$ cat src/rtl/cpu_pkg.sv
// Shared definitions for the fetch-stage program counter: pc_control encodings,
// sequencer state encoding and default reset/exception vectors.
package cpu_pkg;

    localparam logic [2:0] PC_SEQ  = 3'b000;
    localparam logic [2:0] PC_J    = 3'b001;
    localparam logic [2:0] PC_JR   = 3'b010;
    localparam logic [2:0] PC_BR   = 3'b011;
    localparam logic [2:0] PC_ERET = 3'b100;

    typedef enum logic [1:0] {
        ST_BOOT = 2'd0,
        ST_RUN  = 2'd1,
        ST_HOLD = 2'd2
    } pc_state_e;

    localparam logic [31:0] DEF_RESET_VEC = 32'h0000_0000;
    localparam logic [31:0] DEF_EXC_VEC   = 32'h0000_0180;

    // Encodings 101-111 fall through to sequential fetch.
    function automatic logic is_redirect(input logic [2:0] ctrl, input logic taken);
        case (ctrl)
            PC_J, PC_JR, PC_ERET: is_redirect = 1'b1;
            PC_BR:                is_redirect = taken;
            default:              is_redirect = 1'b0;
        endcase
    endfunction

endpackage

$ cat src/rtl/pc_target_calc.sv
// Combinational next-address logic: sequential pc, J/JR/BR/ERET targets,
// selected redirect target and the JR misalignment flag.
module pc_target_calc
    import cpu_pkg::*;
#(
    parameter int ADDR_W = 32
) (
    input  logic [ADDR_W-1:0] pc,
    input  logic [ADDR_W-1:0] epc,
    input  logic [2:0]        pc_control,
    input  logic [25:0]       jmp_addr,
    input  logic [15:0]       branch_offset,
    input  logic              branch_taken,
    input  logic [ADDR_W-1:0] reg_addr,
    output logic [ADDR_W-1:0] seq_pc,
    output logic [ADDR_W-1:0] target,
    output logic              redirect,
    output logic              jr_misalign_flag
);

    logic [ADDR_W-1:0] j_target;
    logic [ADDR_W-1:0] jr_target;
    logic [ADDR_W-1:0] br_target;
    logic [ADDR_W-1:0] br_off_ext;

    assign seq_pc = pc + ADDR_W'(4);

    // A 28-bit pc has no upper region bits to carry over into a J target.
    generate
        if (ADDR_W > 28) begin : g_j_region
            assign j_target = {seq_pc[ADDR_W-1:28], jmp_addr, 2'b00};
        end else begin : g_j_flat
            assign j_target = {jmp_addr, 2'b00};
        end
    endgenerate

    assign br_off_ext = {{(ADDR_W-18){branch_offset[15]}}, branch_offset, 2'b00};
    assign br_target  = seq_pc + br_off_ext;
    assign jr_target  = {reg_addr[ADDR_W-1:2], 2'b00};

    always_comb begin
        target           = seq_pc;
        redirect         = is_redirect(pc_control, branch_taken);
        jr_misalign_flag = 1'b0;
        case (pc_control)
            PC_J:    target = j_target;
            PC_JR: begin
                target           = jr_target;
                jr_misalign_flag = (reg_addr[1:0] != 2'b00);
            end
            PC_BR:   target = branch_taken ? br_target : seq_pc;
            PC_ERET: target = epc;
            default: target = seq_pc;
        endcase
    end

endmodule

$ cat src/rtl/pc_sequencer.sv
// Fetch-stage program counter with valid/ready handshake, buffered redirects,
// exception entry/return. Define PC_DELAY_SLOT_EN for MIPS branch delay slots.
module pc_sequencer
    import cpu_pkg::*;
#(
    parameter int          ADDR_W    = 32,
    parameter logic [31:0] RESET_VEC = DEF_RESET_VEC,
    parameter logic [31:0] EXC_VEC   = DEF_EXC_VEC
) (
    input  logic              clk,
    input  logic              rst,
    input  logic [2:0]        pc_control,
    input  logic [25:0]       jmp_addr,
    input  logic [15:0]       branch_offset,
    input  logic              branch_taken,
    input  logic [ADDR_W-1:0] reg_addr,
    input  logic              exc_req,
    input  logic              fetch_ready,
    output logic              fetch_valid,
    output logic [ADDR_W-1:0] pc,
    output logic [ADDR_W-1:0] epc,
    output logic              jr_misalign
);

    // state   | meaning
    // BOOT    | first cycle after reset, no fetch presented
    // RUN     | fetching, nothing pending
    // HOLD    | fetching, redirect (or delay-slot target) waiting in pend_q

    localparam logic [ADDR_W-1:0] RST_PC = RESET_VEC[ADDR_W-1:0];
    localparam logic [ADDR_W-1:0] EXC_PC = EXC_VEC[ADDR_W-1:0];

    pc_state_e         state_q, state_d;
    logic [ADDR_W-1:0] pc_q, pc_d;
    logic [ADDR_W-1:0] epc_q, epc_d;
    logic [ADDR_W-1:0] pend_q, pend_d;
    logic              mis_q, mis_d;
`ifdef PC_DELAY_SLOT_EN
    logic              ds_q, ds_d;
`endif

    logic [ADDR_W-1:0] seq_pc;
    logic [ADDR_W-1:0] target;
    logic              redirect;
    logic              jr_mis_flag;
    logic              accept;

    pc_target_calc #(
        .ADDR_W(ADDR_W)
    ) u_target_calc (
        .pc               (pc_q),
        .epc              (epc_q),
        .pc_control       (pc_control),
        .jmp_addr         (jmp_addr),
        .branch_offset    (branch_offset),
        .branch_taken     (branch_taken),
        .reg_addr         (reg_addr),
        .seq_pc           (seq_pc),
        .target           (target),
        .redirect         (redirect),
        .jr_misalign_flag (jr_mis_flag)
    );

    assign accept = fetch_ready && (state_q != ST_BOOT);

    always_comb begin
        state_d = state_q;
        pc_d    = pc_q;
        epc_d   = epc_q;
        pend_d  = pend_q;
        mis_d   = 1'b0;
`ifdef PC_DELAY_SLOT_EN
        ds_d    = ds_q;
`endif
        case (state_q)
            ST_BOOT: state_d = ST_RUN;
            ST_RUN, ST_HOLD: begin
                mis_d = jr_mis_flag;
                if (exc_req) begin
                    epc_d   = pc_q;
                    pc_d    = EXC_PC;
                    pend_d  = '0;
                    state_d = ST_RUN;
`ifdef PC_DELAY_SLOT_EN
                    ds_d    = 1'b0;
`endif
                end else if (state_q == ST_RUN) begin
`ifdef PC_DELAY_SLOT_EN
                    if (accept && redirect) begin
                        // Delay slot: fetch pc+4 first, target goes next.
                        pc_d    = seq_pc;
                        pend_d  = target;
                        ds_d    = 1'b1;
                        state_d = ST_HOLD;
                    end else if (accept) begin
                        pc_d = seq_pc;
                    end else if (redirect) begin
                        pend_d  = target;
                        ds_d    = 1'b0;
                        state_d = ST_HOLD;
                    end
`else
                    if (accept) begin
                        pc_d = redirect ? target : seq_pc;
                    end else if (redirect) begin
                        pend_d  = target;
                        state_d = ST_HOLD;
                    end
`endif
                end else begin
`ifdef PC_DELAY_SLOT_EN
                    if (ds_q) begin
                        if (accept) begin
                            pc_d    = pend_q;
                            ds_d    = 1'b0;
                            state_d = ST_RUN;
                        end
                    end else if (accept) begin
                        // Stalled redirect now accepted: it still owes a delay slot.
                        pc_d   = seq_pc;
                        pend_d = redirect ? target : pend_q;
                        ds_d   = 1'b1;
                    end else if (redirect) begin
                        pend_d = target;
                    end
`else
                    if (accept) begin
                        pc_d    = redirect ? target : pend_q;
                        state_d = ST_RUN;
                    end else if (redirect) begin
                        pend_d = target;
                    end
`endif
                end
            end
            default: state_d = ST_BOOT;
        endcase
    end

    always_ff @(posedge clk) begin
        if (!rst) begin
            state_q <= ST_BOOT;
            pc_q    <= RST_PC;
            epc_q   <= '0;
            pend_q  <= '0;
            mis_q   <= 1'b0;
`ifdef PC_DELAY_SLOT_EN
            ds_q    <= 1'b0;
`endif
        end else begin
            state_q <= state_d;
            pc_q    <= pc_d;
            epc_q   <= epc_d;
            pend_q  <= pend_d;
            mis_q   <= mis_d;
`ifdef PC_DELAY_SLOT_EN
            ds_q    <= ds_d;
`endif
        end
    end

    assign fetch_valid = (state_q != ST_BOOT);
    assign pc          = pc_q;
    assign epc         = epc_q;
    assign jr_misalign = mis_q;

endmodule

$ cat config.mk
export PLATFORM = sky130hd
export DESIGN_NAME = pc_sequencer
export DESIGN_NICKNAME = d
export VERILOG_FILES = /design/src/rtl/cpu_pkg.sv /design/src/rtl/pc_target_calc.sv /design/src/rtl/pc_sequencer.sv
export SDC_FILE = /design/constraint.sdc
export NUM_CORES = 1
export LEC_CHECK = 0
export BUFFER_PORTS_ARGS = -buffer_cell sky130_fd_sc_hd__buf_2
export CORE_ASPECT_RATIO = 0.5
export CORE_MARGIN = 2
export CORE_UTILIZATION = 30
export DETAILED_ROUTE_END_ITERATION = 10
export GPL_ROUTABILITY_DRIVEN = 0
export PLACE_DENSITY = 0.58
export REMOVE_ABC_BUFFERS = 1
export SYNTH_ARGS = -nofsm -noshare
export SYNTH_HDL_FRONTEND = slang
export SYNTH_SLANG_ARGS = --single-unit
$ cat constraint.sdc
create_clock -name clk -period 8.34 [get_ports clk]
set_input_delay 2.085 -clock clk [delete_from_list [all_inputs] [get_ports clk]]
set_output_delay 2.085 -clock clk [all_outputs]
set_load 0.01 [all_outputs]
After elaboration in Yosys (flattened, before gate mapping)
Index checks and enable logic that the tools add are counted.
{"block": "op_classes", "n_reduce_logical": 12, "mux": 17, "n_eq_ne": 10, "addsub": 2}
{"op": "two-way mux 32 bit", "n": 9}
{"op": "case mux 32 bit (4 select lines)", "n": 1}
{"op": "adder 32 x 3 -> 32 bit (second input constant)", "n": 1}
{"op": "adder 32 bit", "n": 1}
{"op": "inequality test 4 bit (second input constant)", "n": 3}
{"op": "two-way mux 2 bit", "n": 5}
{"op": "== test 3 x 2 -> 1 bit (second input constant)", "n": 2}
{"op": "AND reduction 2 bit", "n": 3}
{"op": "AND reduction 3 bit", "n": 2}
{"op": "nonzero test 2 bit", "n": 3}
{"op": "case mux 2 bit (2 select lines)", "n": 1}
{"op": "== test 3 x 1 -> 1 bit (second input constant)", "n": 1}
{"op": "== test 3 bit (second input constant)", "n": 1}
{"op": "OR reduction 3 bit", "n": 1}
{"op": "== test 2 x 1 -> 1 bit (second input constant)", "n": 1}
{"op": "== test 2 bit (second input constant)", "n": 1}
{"op": "logical NOT 2 bit", "n": 1}
{"op": "inequality test 2 bit (second input constant)", "n": 1}
{"op": "case mux 1 bit (2 select lines)", "n": 1}
{"op": "OR reduction 2 bit", "n": 1}
{"op": "logical AND 1 bit", "n": 1}
{"block": "word_totals", "word_cells": 46, "output_inout_bits": 66, "inputBits": 82, "reg_bits": 99}

Depth between registers and ports, before layout
{"block": "depth", "depth_word": 8, "ltp_mapped": 18, "depth_no_buf": 18}

Hierarchy
A second synthesis with hierarchy kept.
{"block": "hier_totals", "cells_unflattened": 932, "hier_area_um2": 7432.1}
{"module": "pc_sequencer", "instances": 1, "seq_area_each_um2": 1981.9, "cells_per_inst": 425, "area_per_inst_um2": 4073.9}
{"module": "pc_target_calc", "instances": 1, "seq_area_each_um2": 0.0, "cells_per_inst": 507, "area_per_inst_um2": 3358.2}

Worst setup path after synthesis
No wires, ideal clock.
{"block": "synth_path", "path_type": "input to register", "startpoint": "in branch_offset[0]", "endpoint": "reg pend_q[28]", "setup_slack_ns": 4.146, "required_time_ns": 8.270, "arrival_ns": 4.124, "n_path_buf": 0, "setup_ns": 0.070, "stages": 13, "cell_sequence": "ha_1 > inv_1 > fa_1 > nor2b_4 > o31ai_4 > a21oi_2 > o21ai_1 > o21ai_2 > a211oi_1 > nor4b_1 > a41o_1 > o221ai_1 > a21boi_1"}
{"block": "synth_via", "elab_chain_len": 6}
{"element": "from (decl)", "line": "pc_sequencer.sv:14", "text": "input logic [15:0] branch_offset,"}
{"element": "adder 32 bit", "line": "pc_target_calc.sv:38", "text": "assign br_target = seq_pc + br_off_ext;"}
{"element": "two-way mux 32 bit", "line": "pc_target_calc.sv:51", "text": "PC_BR: target = branch_taken ? br_target : seq_pc;"}
{"element": "case mux 32 bit (4 select lines)", "line": "pc_target_calc.sv:45", "text": "case (pc_control)"}
{"element": "two-way mux 32 bit", "line": "pc_sequencer.sv:105, pc_sequencer.sv:130"}
{"element": "two-way mux 32 bit", "line": "pc_sequencer.sv:103, pc_sequencer.sv:127"}
{"element": "two-way mux 32 bit", "line": "pc_sequencer.sv:79", "text": "if (exc_req) begin"}
{"element": "to (signal assigned)", "line": "pc_sequencer.sv:154", "text": "pend_q <= pend_d;"}
{"element": "to (decl)", "line": "pc_sequencer.sv:36", "text": "logic [ADDR_W-1:0] pend_q, pend_d;"}
No other way between the ends. The select of a mux whose other input is x is not followed.
A chain may end at the register's enable or synchronous reset.

Final worst setup path
{"block": "layout_path", "startpoint": "in pc_control[1]", "endpoint": "reg pend_q[5]"}
{"block": "layout_via", "elab_chain_len": 6, "elab_cells_between_ends": 10, "cone_classes": "eq/ne: 4; mux: 5; reduce/logical: 1"}
{"element": "from (decl)", "line": "pc_sequencer.sv:12", "text": "input logic [2:0] pc_control,"}
{"element": "== test 3 x 1 -> 1 bit, or another cell as far along", "line": "cpu_pkg.sv:22, pc_target_calc.sv:45"}
{"element": "OR reduction 3 bit", "line": "cpu_pkg.sv:22", "text": "case (ctrl)"}
{"element": "case mux 1 bit (2 select lines)", "line": "cpu_pkg.sv:22"}
{"element": "two-way mux 32 bit *", "line": "pc_sequencer.sv:105, pc_sequencer.sv:130"}
{"element": "two-way mux 32 bit *", "line": "pc_sequencer.sv:103, pc_sequencer.sv:127"}
{"element": "two-way mux 32 bit *", "line": "pc_sequencer.sv:79"}
Mark *: on every way between the ends. The rest lies on a longest branch, timed or not. The select of a mux whose other input is x is not followed.

==> out/metrics.yaml <==
detailed_routing:
  vias: 8112
  postRouteWirelength_um: 28300
  drt_first_pass_iters: 6
  drtIter0Drc: 646
  drc_errors: 0
  wl_per_cell_um: 19.1
  ant_nets: 0
  via_per_inst: 5.48
placement:
  place_hpwl_um: 20500
  placed_area_mm2: 0.00876
  dp_slack_ns: 3.20
  portBuffers: 147
logic_synthesis:
  synthDistinctLibCells: 81
  synth_top_family_by_area: "compound AO/OA/AOI/OAI gates"
  seq_area_frac_synth_pct: 25.4
  synth_compound_area_share_pct: 32.2
  synthXorXnorAreaFrac_pct: 5.85
  synth_edf_count: 0
  synth_top_area_share_pct: 25.4
  yosysWarnings: 0
  netlist_instances: 1028
  yosys.area_share.simple_pct: 22.5
  yosys_most_used_dff: "dfxtp_1"
  async_flop_share_pct: 0
  synth_top_cell_by_area: "dfxtp_1"
  synth_area_per_cell_um2: 7.58
  synth_area_mm2: 0.00779
  synth_commonest_cells: "nand2_1 (148), dfxtp_1 (99), a21oi_1 (75)"
  muxShareOfSynthArea_pct: 2.33
  synth_adder_area_share_pct: 6.68
  ys_seq_elements: 99
  yosys-top-cells-area: "dfxtp_1 (25%), nand2_1 (7.1%), ha_1 (6.4%), a21oi_1 (4.8%), a21boi_0 (4.2%)"
  synth_most_common_cell: "nand2_1"
clock_network:
  cts_buffers: 9
  cts_setup_buffers: 0
  cts_resized: 0
  cts_max_path_buffers: 2
  clock_latency_ns: 0.36
  cts_sinks: 99
  htreeDepth: 3
  cts.clk_slew.worst_paths_ns: 0.07
  cts_tree: "yes"
  root_buffer: "clkbuf_16"
  cts.hold.buffers_added: 0
worst_setup_path:
  crit_top_cell: "o21ai_0"
  crit_path_end_kind: "register"
  crit_path_top_delay_cell: "a21boi_4"
  worst-r2r-cell-count: 17
  worst_ep_required_time_ns: 8.60
  cp_cell_sequence: "buf_2 -> nor2_1 -> xnor2_1 -> a21boi_4 -> buf_4 -> o21ai_0 -> a221oi_1 -> o21ai_0 -> a21oi_1 -> nor2b_1"
  worstPathArrival_ns: 5.09
  rrSetupSlack_ns: 3.73
  path_max_fanout: 29
  startpoint_type: "input port"
  worstSetupPathType: "in -> reg"
  slowest_delay_ns: 0.62
global_route:
  first_global_vias: 7779
  antenna_found_initial: 0
  grtUsageTotal_pct: 20.2
  grt_pass1_wl_um: 43800
  grt_max_degree: 60
  gr-total-overflow: 0
floorplan:
  die_h_um: 118
  die_area_mm2: 0.0274
  die_w_um: 232
  boundaryPins: 148
  placementRows: 41
  start_util_pct: 30.7
  core-area_mm2: 0.0253
sta:
  fin_tns_setup_ns: 0
  final_max_slew_viol_count: 0
  fmax_mhz: 207
  fin_crit_sh_pct: 58.0
  setup_viol: 0
  relSlewSlack_pct: 26.2
  finalCriticalPeriod_ns: 4.84
  layout_setup_ws_ns: 3.50
  fin_skew_ns: 0.00791
  rsz0062_at_grt: "false"
  worst_pin_slew_ns: 1.11
  hold_viol_final: 0
power_and_ir_drop:
  total_power_mw: 1.47
  powerDensity_mw_per_mm2: 162
  p_leak_nw: 3.72
  peakVddDrop_mv: 0.0933
layout:
  fillCellCount: 2708
  stdcell_area_mm2: 0.00906
  antennaDiodeCount: 0
  post-route-util_pct: 35.8
  drive_gt1_share_pct: 18.2
  nets: 1253
  area_growth_pct: 16.3
worst_hold_path:
  hold_path.class: "reg -> reg"
  worstHoldPathCells: 2
run:
  maxCapViolCount: 0
run_status:
  status: "finished, final reports clean"
==> per-stage QoR <==
stage	hold slack, ns	cells
after detailed placement	0.464	1463
final	0.476	1479
after floorplan	0.441	959
after global routing	0.507	1479
after global placement	0.449	1463
after CTS	0.475	1479
==> state kept, by name, summed over array words and instances, names as in the netlist <==
name / flops
state_q: 2
pend_q: 32
pc: 32
jr_misalign: 1
epc: 32
==> final cells by class <==
cell class / instances / area (µm²) / share of cell area [%]
clock buffers: 10 / 239 / 2.64
clock inverters: 6 / 65.1 / 0.718
inverters: 18 / 67.6 / 0.745
multi-input cells: 842 / 5450 / 60.1
flip-flops and latches: 99 / 1980 / 21.9
well taps: 344 / 430 / 4.75
repair buffers: 160 / 833 / 9.19
==> critical path, delay by kind of cell <==
family,cells,cell delay [ns]
compound gates,5,1.49
xor+xnor,1,0.47
buf+inv,2,0.79
simple gates,2,0.21
==> path summary, 6_finish.rpt <==
check                                    from         end
worst min-delay path               pend_q[26]  pend_q[26]
worst min register to register     pend_q[26]  pend_q[26]
worst max-delay path            pc_control[1]   pend_q[5]
worst max register to register          pc[9]      pc[31]
==> where the power goes <==
group	total (mW)	internal, mW	switching, mW
Combinational	0.506	0.161	0.345
Clock	0.445	0.241	0.204
Sequential	0.519	0.495	0.0242
==> routing by layer <==
layer  global-route usage, %  wire [µm]
met5                       0          0
met4                    4.81        422
met3                    3.20       1630
met2                    32.8      13000
met1                    28.0      13200
==> placed cells by master, fill, tap and decap left out, drive strengths merged, types with 15 or more instances in the layout <==
master | Yosys | layout
a22oi | 34 | 34
nor2b | 48 | 48
nand2 | 148 | 148
a21o | 20 | 20
mux2i | 17 | 17
o21ai | 76 | 76
a21boi | 50 | 50
nand3 | 27 | 27
xor2 | 22 | 22
o211ai | 15 | 15
a21oi | 81 | 81
buf | 15 | 160
dfxtp | 99 | 99
ha | 40 | 40
inv | 18 | 18
nor2 | 68 | 68
xnor2 | 30 | 30
==> kinds of logic after synthesis <==
kind of cell	count (synthesis)
and+or+nand+nor	366
AOI/OAI and AO/OA	365
buffers and inverters	87
muxes	18
adders and majority gates	41
xor gates and xnor gates	52
DFF	99
Note: power is estimated with default switching activity, not from simulation.
